===== config.mk =====
export PLATFORM = sky130hd
export DESIGN_NAME = alarm_sequencer
export DESIGN_NICKNAME = d
export VERILOG_FILES = /design/src/rtl/alarm_sequencer.sv
export SDC_FILE = /design/constraint.sdc
export NUM_CORES = 1
export LEC_CHECK = 0
export CAP_MARGIN = 20
export CORE_MARGIN = 1
export CORE_UTILIZATION = 55
export DETAILED_ROUTE_END_ITERATION = 16
export DONT_BUFFER_PORTS = 1
export PLACE_DENSITY = 0.7
export SYNTH_ARGS = -nofsm -noshare
export SYNTH_HDL_FRONTEND = slang
export SYNTH_SLANG_ARGS = --single-unit

===== constraint.sdc =====
create_clock -name clk -period 2.1 [get_ports clk]
set_input_delay 0.42 -clock clk [delete_from_list [all_inputs] [get_ports clk]]
set_output_delay 0.42 -clock clk [all_outputs]
set_load 0.005 [all_outputs]

===== src/rtl/alarm_sequencer.sv =====
// rtl/alarm_sequencer.sv - alarm ring/snooze/timeout sequencer
//
// Purpose: starts ringing when the time of day matches the armed alarm time.
// The user can snooze a limited number of times or stop the alarm. Unanswered
// ringing stops by itself after a timeout.
//
// Optional feature: define ALARM_BEEP_EN to pulse sound_alarm at 1 s on / 1 s off
// while ringing. Without it, sound_alarm is steady while ringing.
//
// Ports:
//   clk              system clock, rising edge
//   reset            asynchronous active-low reset
//   one_second       1-cycle pulse per second (beep cadence, ALARM_BEEP_EN only)
//   one_minute       1-cycle pulse per minute (ring timeout, snooze countdown)
//   do_snooze        1-cycle pulse, snooze button
//   stop_alarm       1-cycle pulse, alarm-off button
//   load_alarm       1-cycle pulse, new alarm time loaded (forces IDLE)
//   alarm_enable     level, alarm armed when 1 (0 forces IDLE)
//   current_time     BCD HH:MM time of day
//   alarm_time       BCD HH:MM alarm setting
//   sound_alarm      registered alarm drive
//   snoozing         registered, 1 while in SNOOZE
//   snooze_remaining registered, minutes left in the current snooze (0 elsewhere)
//   state_out        registered state code: IDLE=0 RINGING=1 SNOOZE=2 DONE=3
module alarm_sequencer #(
  parameter int SNOOZE_MIN       = 9,
  parameter int RING_TIMEOUT_MIN = 5,
  parameter int MAX_SNOOZES      = 3
) (
  input  logic        clk,
  input  logic        reset,
  input  logic        one_second,
  input  logic        one_minute,
  input  logic        do_snooze,
  input  logic        stop_alarm,
  input  logic        load_alarm,
  input  logic        alarm_enable,
  input  logic [15:0] current_time,
  input  logic [15:0] alarm_time,
  output logic        sound_alarm,
  output logic        snoozing,
  output logic [3:0]  snooze_remaining,
  output logic [1:0]  state_out
);

  typedef enum logic [1:0] {
    IDLE    = 2'd0,
    RINGING = 2'd1,
    SNOOZE  = 2'd2,
    DONE    = 2'd3
  } state_t;

  localparam logic [3:0] SNOOZE_LOAD  = 4'(SNOOZE_MIN);
  localparam logic [3:0] RING_LIMIT   = 4'(RING_TIMEOUT_MIN);
  localparam logic [2:0] SNOOZE_LIMIT = 3'(MAX_SNOOZES);

  state_t     state, state_nxt;
  logic [3:0] ring_cnt, ring_nxt;
  logic [2:0] snooze_cnt, snooze_nxt;
  logic [3:0] rem_nxt;
  logic       beep, beep_nxt;
  logic       beep_tick;
  logic       match;

  assign match = (current_time == alarm_time);

`ifdef ALARM_BEEP_EN
  assign beep_tick = one_second;
`else
  // Beep cadence is not built; the second tick is intentionally ignored.
  logic unused_one_second;
  assign unused_one_second = one_second;
  assign beep_tick = 1'b0;
`endif

  always_comb begin
    state_nxt  = state;
    ring_nxt   = ring_cnt;
    snooze_nxt = snooze_cnt;
    rem_nxt    = snooze_remaining;
    beep_nxt   = beep;

    if (!alarm_enable || load_alarm) begin
      // Disarm or reload overrides everything and wipes the alarm event.
      state_nxt  = IDLE;
      ring_nxt   = '0;
      snooze_nxt = '0;
      rem_nxt    = '0;
      beep_nxt   = 1'b0;
    end else begin
      case (state)
        IDLE: begin
          if (match) begin
            state_nxt  = RINGING;
            ring_nxt   = '0;
            snooze_nxt = '0;
            beep_nxt   = 1'b0;
          end
        end
        RINGING: begin
          if (stop_alarm) begin
            state_nxt = DONE;
          end else if (do_snooze && (snooze_cnt < SNOOZE_LIMIT)) begin
            // A minute tick in this same cycle is not counted against the snooze.
            state_nxt  = SNOOZE;
            snooze_nxt = snooze_cnt + 3'd1;
            rem_nxt    = SNOOZE_LOAD;
          end else begin
            if (beep_tick) begin
              beep_nxt = ~beep;
            end
            if (one_minute) begin
              ring_nxt = ring_cnt + 4'd1;
              if (ring_nxt == RING_LIMIT) begin
                state_nxt = DONE;
              end
            end
          end
        end
        SNOOZE: begin
          if (stop_alarm) begin
            state_nxt = DONE;
            rem_nxt   = '0;
          end else if (one_minute) begin
            rem_nxt = snooze_remaining - 4'd1;
            if (rem_nxt == 4'd0) begin
              // Back to ringing with a fresh timeout; snooze count is kept.
              state_nxt = RINGING;
              ring_nxt  = '0;
              beep_nxt  = 1'b0;
            end
          end
        end
        DONE: begin
          // Wait for the alarm minute to pass so it cannot re-trigger.
          if (!match) begin
            state_nxt = IDLE;
          end
        end
        default: state_nxt = IDLE;
      endcase
    end
  end

  always_ff @(posedge clk or negedge reset) begin
    if (!reset) begin
      state            <= IDLE;
      ring_cnt         <= '0;
      snooze_cnt       <= '0;
      snooze_remaining <= '0;
      beep             <= 1'b0;
      sound_alarm      <= 1'b0;
      snoozing         <= 1'b0;
    end else begin
      state            <= state_nxt;
      ring_cnt         <= ring_nxt;
      snooze_cnt       <= snooze_nxt;
      snooze_remaining <= rem_nxt;
      beep             <= beep_nxt;
`ifdef ALARM_BEEP_EN
      sound_alarm      <= (state_nxt == RINGING) && beep_nxt;
`else
      sound_alarm      <= (state_nxt == RINGING);
`endif
      snoozing         <= (state_nxt == SNOOZE);
    end
  end

  assign state_out = state;

endmodule


# After elaboration in Yosys (flattened, before gate mapping)

Cells that the tools add are included.

Output and inout port bits: 8
Flip-flop bits (word level): 15
Logic and storage cells: 68
Input port bits: 40

$add $sub $neg: 3
Eq/ne operators: 16
Reductions and logical operators: 11
$lt $le $gt $ge: 1
Multiplexer cells: 31

Operators with widths:

| kind                | count |
|---|---|
| $mux 4              | 13 |
| $ne 3x3->1 const B  | 8 |
| $mux 2              | 10 |
| $eq 16x16->1        | 1 |
| $mux 3              | 4 |
| $pmux 4 s3          | 1 |
| $pmux 2 s4          | 1 |
| $pmux 4 s2          | 1 |
| $reduce_and 4->1    | 2 |
| $reduce_and 8->1    | 1 |
| $eq 2x2->1 const B  | 3 |
| $pmux 3 s2          | 1 |
| $reduce_bool 3->1   | 2 |
| $add 4x1->4 const B | 1 |
| $eq 2x1->1 const B  | 2 |
| $eq 4x3->1 const B  | 1 |
| $logic_not 4->1     | 1 |
| $ne 4x4->1 const B  | 1 |
| $reduce_bool 4->1   | 1 |
| $sub 4x1->4 const B | 1 |
| $add 3x1->3 const B | 1 |
| $lt 3x2->1 const B  | 1 |
| $logic_not 2->1     | 1 |
| $logic_and 1x1->1   | 1 |
| other kinds (2)     | 2 |

# Logic depth before layout (Yosys ltp)

Gate-level depths: netlist of the first run.

Depth after elaboration: 9
Gate-level depth with buffers: 7
Depth with buffers taken out: 7

# Worst setup path after synthesis of the first run

No wires, ideal clock.

Kind: reg2reg
From: register snooze_remaining[0]
To: register ring_cnt[0]
Period minus slack after synthesis: 1.915 ns
Setup slack: 0.185 ns
Library setup time: 0.128 ns
Data arrival time: 1.787 ns
Stages on the path, launching flop included: 8
Cell sequence: dfrtp_1 inv_1 ha_1 nor2_1 a31oi_1 o311a_1 a31oi_4 mux2_1

Longest elaborated chain between the ends: 4

Ends and longest elaborated chain:

| element                           | line | RTL |
|---|---|---|
| start, declared                   | 42   | `output logic [3:0] snooze_remaining,` |
| start signal, assigned            | 158  | `snooze_remaining <= rem_nxt;` |
| $sub 4x1->4                       | 125  | `rem_nxt = snooze_remaining - 4'd1;` |
| $logic_not 4->1                   | 126  | `if (rem_nxt == 4'd0) begin` |
| $ne 3x3->1 (no source line)       | --   |  |
| $reduce_and 8->1 (no source line) | --   |  |
| end signal, assigned              | 156  | `ring_cnt <= ring_nxt;` |
| end, declared                     | 58   | `logic [3:0] ring_cnt, ring_nxt;` |

Every way passes these cells.
A chain may end at the register's enable or synchronous reset.

# Worst setup path after layout of the first run

From: register snooze_remaining[1]
To: register ring_cnt[0]

The elaborated chain is that of the path after synthesis.

==> impl_results.md, run 1 <==
- Max-slew headroom: 52.5%
- Worst setup EP type: register
- Final Cycle Share: 95.0%
- Die Wd: 48.2 um
- CP endpoint: ring_cnt[0]
- Final hold violation count: 0
- First-pass GRT wire length: 3.40 mm
- RR Endpoint: ring_cnt[0]
- Synth warn: 0
- Clock Sinks: 15
- DRC: 0
- DR pass1 iterations: 4
- MaxCap Viol Count: 0
- RSZ-0062 raised after global routing: no
- Clk_lat worst skew: 0.28 ns
- Initial antenna violation count: 0
- Setup_tns: 0 ns
- Share of cells above drive strength 1: 11.2%
- Routed WL: 2.42 mm
- Avg WL per Cell: 14.3 um
- Detail Placement HPWL: 1.97 mm
- Total GRT Usage: 21.7%
- Clk root buf: clkbuf_4
- TritonCTS Buffers: 3
- Post-synth top flop: dfrtp_1
- Synth Instances: 136
- Leakage: 0.528 nW
- Layout area overhead: 9.15%
- Io pins: 48
- Critical Path Fanout Max: 6
- Vias in the first global route: 837
- Period minus WS final: 1.99 ns
- Max Root-Sink Buffers: 2
- Die Footprint: 2330 um^2
- Avg Synthesized Cell Area: 8.65 um^2
- Setup-failing EPs final: 0
- Max rail drop VDD: 381 uV
- Top post-synthesis cells by area: dfrtp_1 (32%), xnor2_1 (13%), ha_1 (5.3%)
- Vias/cell: 5.89
- H-tree level count: 1
- Buffers on Ports: 0
- R2R Setup Slk: 0.11 ns
- Outcome: finished clean
- Post-synth cell types: 41
- 1st-iter DRT viols: 27
- Area share of the largest cell type after synthesis: 31.9%
- Vias: 1002
- Fmax: 501 MHz
- Synthesized flop and latch total: 15
- Clk pin slew, worst setup/hold paths: 0.08 ns
- GPL Wtd Cong: 0.795
- Post-Syn Area: 1180 um^2
- Cell area power density: 419 nW/um^2
- Fin nets: 189
- EDFF count, synth: 0
- RR Startpoint: snooze_remaining[1]
- Setup crit start: snooze_remaining[1]
- Largest net degree at the start of global routing: 16
- Setup Crit Path Kind: reg2reg
- GRT overflow: 0
- Final Total Pwr: 0.538 mW
- ANT nets after route: 0
- Register area share after synthesis: 31.9%
- Syn_nets: 181
- Area leader, netlist: dfrtp_1
- Async set-reset flop share out of synthesis: 100%
- Starting Density: 59.3%
- Die Y: 48.2 um
- Critical path arrival: 2.16 ns
- Worst hold path type: in2reg
- Row Count: 16
- Slew @ Worst Pin: 0.706 ns
- FF-to-FF path depth: 7
- Core area: 1980 um^2
- Startpoint Class: register
- Clock skew: 0.00350 ns
- Final-report max-slew violation count: 0
- Worst EP required: 2.27 ns
- CTS tree: yes
- Antenna Cells: 0
## cell type report
| class | count | area, um^2 |
|---|---|---|
| clock buffer | 4 | 26.3 |
| timing repair buffer | 6 | 47.5 |
| fill | 169 | 698 |
| tap | 27 | 33.8 |
| sequential | 15 | 378 |
| inverter | 8 | 30.0 |
| multi-input combinational | 110 | 768 |
## cell usage after synthesis (4+ instances only)
cell / number
xnor2_1: 17
dfrtp_1: 15
nor2_1: 15
nand2_1: 11
o21ai_0: 10
inv_1: 8
a21oi_1: 5
ha_1: 5
nand2b_1: 4
nand4_1: 4
or3_1: 4
## state kept, by name, summed over array words and instances, names as in the netlist
name and flops:
ring_cnt 4, sound_alarm 1, snooze_remaining 4, state_out 2, snooze_cnt 3, snoozing 1
## stage by stage
| step | cells | area, um^2 | worst slack [ns] | hold slack (ns) | util (%) |
|---|---|---|---|---|---|
| floorplan | 136 | 1180 | 0.185 | 0.124 | - |
| global placement | 165 | 1230 | 0.0994 | 0.125 | 62.2 |
| detailed placement | 165 | 1230 | 0.0828 | 0.125 | 62.2 |
| CTS | 170 | 1270 | 0.0629 | 0.380 | 64.1 |
| global route | 170 | 1280 | 0.0175 | 0.375 | 64.8 |
| finish | 170 | 1280 | 0.106 | 0.383 | 64.8 |
## routing by layer
layer | part of all wire (%) | vias up | wire (um) | global-route usage, %
met5 | 0 | - | 0 | 0
met4 | 0.50 | 0 | 12 | 3.33
met3 | 6.5 | 2 | 158 | 6.30
met2 | 51 | 40 | 1250 | 38.4
met1 | 42 | 461 | 1010 | 26.5
li1 | - | 499 | - | -
## timing repair
action,in CTS,in global routing
hold buffers,1,0
buffers inserted,0,0
resized for setup,0,3
endpoints found under the setup margin,0,3
hold endpoints to repair,15,0
## cell usage in the layout (no fill, tap or decap), types with 2 or more instances in the layout
cell type | synthesis | final
xnor2_1 | 17 | 17
nor2_1 | 15 | 15
dfrtp_1 | 15 | 13
nand2_1 | 11 | 11
o21ai_0 | 10 | 10
inv_1 | 8 | 8
a21oi_1 | 5 | 5
ha_1 | 5 | 5
buf_4 | 0 | 5
nand4_1 | 4 | 4
nand2b_1 | 4 | 4
or3_1 | 4 | 4
clkbuf_4 | 0 | 3
nor4_1 | 2 | 2
nand3_1 | 2 | 2
a211o_1 | 2 | 2
or2_2 | 2 | 2
nor3_1 | 2 | 2
o31ai_1 | 2 | 2
mux2i_1 | 2 | 2
dfrtp_2 | 0 | 2
## critical path: stages, from the launching register on
cell and delay, ns:
dfrtp_2 0.45, inv_1 0.08, ha_1 0.14, nand2_1 0.06, or2_2 0.29, o311a_4 0.39
a31oi_4 0.16, mux2_1 0.33
## cells by family after synthesis
kind of cell	count (synthesis)	share of synthesized area [%]
xor gates and xnor gates	18	13.4
buffers and inverters	11	3.72
AOI/OAI and AO/OA	29	17.2
adders and majority gates	5	5.32
and+or+nand+nor	55	25.7
DFF	15	31.9
muxes	3	2.66
## power breakdown
group          leakage, nW  internal (mW)  switching [mW]
clock               0.0150         0.0737          0.0864
combinational        0.309         0.0428          0.0367
sequential           0.204          0.292         0.00583
total                0.528          0.409           0.129
## how the worst min path moves through the flow
stage | start | endpoint | slack [ns] | depth (start not counted)
final | stop_alarm | snooze_remaining[0] | 0.38 | 3
after global routing | stop_alarm | snooze_remaining[1] | 0.38 | 2
after CTS | one_minute | ring_cnt[2] | 0.38 | 2
after detailed placement | reset | ring_cnt[1] | 0.12 | 0
after global placement | reset | snooze_remaining[0] | 0.12 | 0
after floorplan | reset | ring_cnt[0] | 0.12 | 0
Power figures use the tool's default switching activity.
==> inputs of run 2 (changes only) <==
--- a/config.mk
+++ b/config.mk
@@ -7,10 +7,9 @@
 export LEC_CHECK = 0
 export CAP_MARGIN = 20
 export CORE_MARGIN = 1
-export CORE_UTILIZATION = 55
+export CORE_UTILIZATION = 43
 export DETAILED_ROUTE_END_ITERATION = 16
-export DONT_BUFFER_PORTS = 1
-export PLACE_DENSITY = 0.7
+export PLACE_DENSITY = 0.8
 export SYNTH_ARGS = -nofsm -noshare
 export SYNTH_HDL_FRONTEND = slang
 export SYNTH_SLANG_ARGS = --single-unit
==> impl_results.md, run 2 (synthesis results as in run 1) <==
- Vias: 1231 (was 1002)
- Critical path arrival: 2.28 ns (was 2.16 ns)
- Die Wd: 54.3 um (was 48.2 um)
- RSZ-0062 raised after global routing: yes (was no)
- Worst EP required: 2.27 ns (about the same)
- Leakage: 0.787 nW (was 0.528 nW)
- ANT nets after route: 0 (unchanged)
- Routed WL: 2.95 mm (was 2.42 mm)
- Clk_lat worst skew: 0.28 ns (about the same)
- Worst hold path type: in2async (was in2reg)
- First-pass GRT wire length: 4.65 mm (was 3.40 mm)
- Outcome: finished with violations (was finished clean)
- Clock power share: 26.0% (was 29.8%)
- Die Y: 54.3 um (was 48.2 um)
- Most frequent cells in the layout: clkdlybuf4s50_1 (43), buf_4 (19), xnor2_1 (17) (was xnor2_1 (17), nor2_1 (15), dfrtp_1 (13))
- Fmax: 475 MHz (was 501 MHz)
- Cell area power density: 351 nW/um^2 (was 419 nW/um^2)
- Period minus WS final: 2.11 ns (was 1.99 ns)
- Setup Crit Path Kind: in2reg (was reg2reg)
- DR pass1 iterations: 6 (was 4)
- Failing checks: setup timing
- Fin nets: 248 (was 189)
- Net switching power: 0.161 mW (was 0.129 mW)
- 1st-iter DRT viols: 26 (was 27)
- Post-DP Area: 1800 um^2 (was 1230 um^2)
- Sw Share: 25.0% (was 24.0%)
- Detail Placement HPWL: 2.43 mm (was 1.97 mm)
- Die Footprint: 2950 um^2 (was 2330 um^2)
- Final-report max-slew violation count: 0 (unchanged)
- Comb power frac: 27.8% (was 14.8%)
- Final Cycle Share: 100% (was 95.0%)
- Antenna Cells: 0 (unchanged)
- Max rail drop VDD: 231 uV (was 381 uV)
- Share of cells above drive strength 1: 13.9% (was 11.2%)
- GRT overflow: 0 (unchanged)
- Max-slew headroom: 54.7% (was 52.5%)
- DRC: 0 (unchanged)
- Clock Sinks: 15 (unchanged)
- Final hold violation count: 0 (unchanged)
- Buffers on Ports: 46 (was 0)
- Total GRT Usage: 21.9% (was 21.7%)
- Worst setup EP type: register (unchanged)
- Io pins: 48 (unchanged)
- Vias in the first global route: 1145 (was 837)
- Internal power: 0.483 mW (was 0.409 mW)
- Clock skew: 0.00694 ns (was 0.00350 ns)
- TritonCTS Buffers: 3 (unchanged)
- Initial antenna violation count: 0 (unchanged)
- GPL Wtd Cong: 0.903 (was 0.795)
- Final Total Pwr: 0.645 mW (was 0.538 mW)
- Hold buffers post-CTS: 0 (was 1)
- Starting Density: 46.6% (was 59.3%)
- Fin area: 1840 um^2 (was 1280 um^2)
- Biggest regs: ring_cnt x4, snooze_remaining x4, snooze_cnt x3 (unchanged)
- Row Count: 18 (was 16)
- Leading cell type in the layout, fill and taps excluded: clkdlybuf4s50_1 (was xnor2_1)
- Max Root-Sink Buffers: 2 (unchanged)
- H-tree level count: 1 (unchanged)
- Core area: 2520 um^2 (was 1980 um^2)
- Vias/cell: 5.31 (was 5.89)
- Clk pin slew, worst setup/hold paths: 0.10 ns (was 0.08 ns)
- Clk root buf: clkbuf_4 (unchanged)
- Slew @ Worst Pin: 0.678 ns (was 0.706 ns)
- Layout area overhead: 56.3% (was 9.15%)
- Critical Path Fanout Max: 4 (was 6)
- Setup-failing EPs final: 1 (was 0)
- Startpoint Class: input pin (was register)
- CTS tree: yes (unchanged)
- Sequential Power Share: 46.2% (was 55.4%)
- Avg WL per Cell: 12.7 um (was 14.3 um)
- PnR worst setup slack: -0.00564 ns (was 0.106 ns)
- Largest net degree at the start of global routing: 16 (unchanged)
- MaxCap Viol Count: 0 (unchanged)
[run 2: changes by cell type in the layout (fill, tap and decap cells not counted), sizes merged]
| cell | previous run | this run |
|---|---|---|
| dlymetal6s2s | 0 | 3 |
| buf | 5 | 19 |
| dlygate4sd3 | 1 | 0 |
| clkdlybuf4s50 | 0 | 43 |
[run 2: stage by stage]
step / setup TNS (ns) / hold WS (ns) / setup WS (ns) / utilization, % / std cells
finish: -0.00564 / 0.541 / -0.00564 / 72.9 / 232
global route: -0.0355 / 0.566 / -0.0186 / 72.9 / 232
CTS: 0 / 0.556 / 0.000833 / 72.2 / 231
detailed placement: -2.19 / 0.544 / -0.326 / 71.2 / 227
global placement: -1.85 / 0.525 / -0.293 / 71.2 / 227
floorplan: 0 / 0.124 / 0.185 / - / 136
[run 2: worst max-delay path, stage by stage]
cell and delay, ns:
clkdlybuf4s50_1 0.41, xnor2_1 0.20, nand4_1 0.14, or4_4 0.60, a31oi_4 0.17, mux2_1 0.33
[run 2: final timing paths]
check | slack [ns] | to | cells after the start | from
setup / recovery | -0.006 | ring_cnt[0] | 6 | current_time[13]
setup reg to reg | 0.06 | ring_cnt[0] | 7 | snooze_remaining[1]
min in group clk | 0.56 | snooze_cnt[2] | 2 | snooze_cnt[2]
hold reg to reg | 0.56 | snooze_cnt[2] | 2 | snooze_cnt[2]
max in group asynchronous | 1.09 | snooze_remaining[0] | 1 | reset
hold / removal | 0.54 | ring_cnt[0] | 1 | reset
[run 2: area by class of cell]
class | count | area, um^2
Clock buffer | 4 | 26.3
Fill cell | 188 | 684
Inverter | 8 | 30.0
Multi-Input combinational cell | 110 | 757
Sequential cell | 15 | 377
Tap cell | 30 | 37.5
Timing Repair Buffer | 65 | 611
[run 2: power by group through the flow]
stage	Combinational, mW	Clock [mW]	Sequential (mW)
after global routing	0.195	0.183	0.298
after floorplan	0.0634	0	0.302
after global placement	0.175	0	0.303
final	0.179	0.167	0.298
after CTS	0.181	0.169	0.297
after detailed placement	0.180	0	0.303
[run 2: what timing repair did]
action / 4_1_cts / 5_1_grt
setup endpoints to repair: 2 / 7
pin swaps: 2 / 6
resized for setup: 0 / 4
setup buffers: 0 / 1
[run 2: layer usage]
metal / share of wire (%) / up-vias / global-route usage, % / routed length [um]
met2: 54 / 50 / 41.9 / 1600
met4: 0.95 / 0 / 6.41 / 28
met1: 39 / 566 / 24.0 / 1140
met3: 6.2 / 2 / 4.17 / 184
li1: - / 613 / - / -
met5: 0 / - / 0 / 0
==> inputs of run 3 (changes only) <==
--- a/config.mk
+++ b/config.mk
@@ -8,6 +8,7 @@
 export CAP_MARGIN = 20
 export CORE_MARGIN = 1
 export CORE_UTILIZATION = 43
+export CTS_CLUSTER_DIAMETER = 80
 export DETAILED_ROUTE_END_ITERATION = 16
 export PLACE_DENSITY = 0.8
 export SYNTH_ARGS = -nofsm -noshare
==> results of run 3 <==
The final DEF is identical to that of run 2; final timing and power are the same.
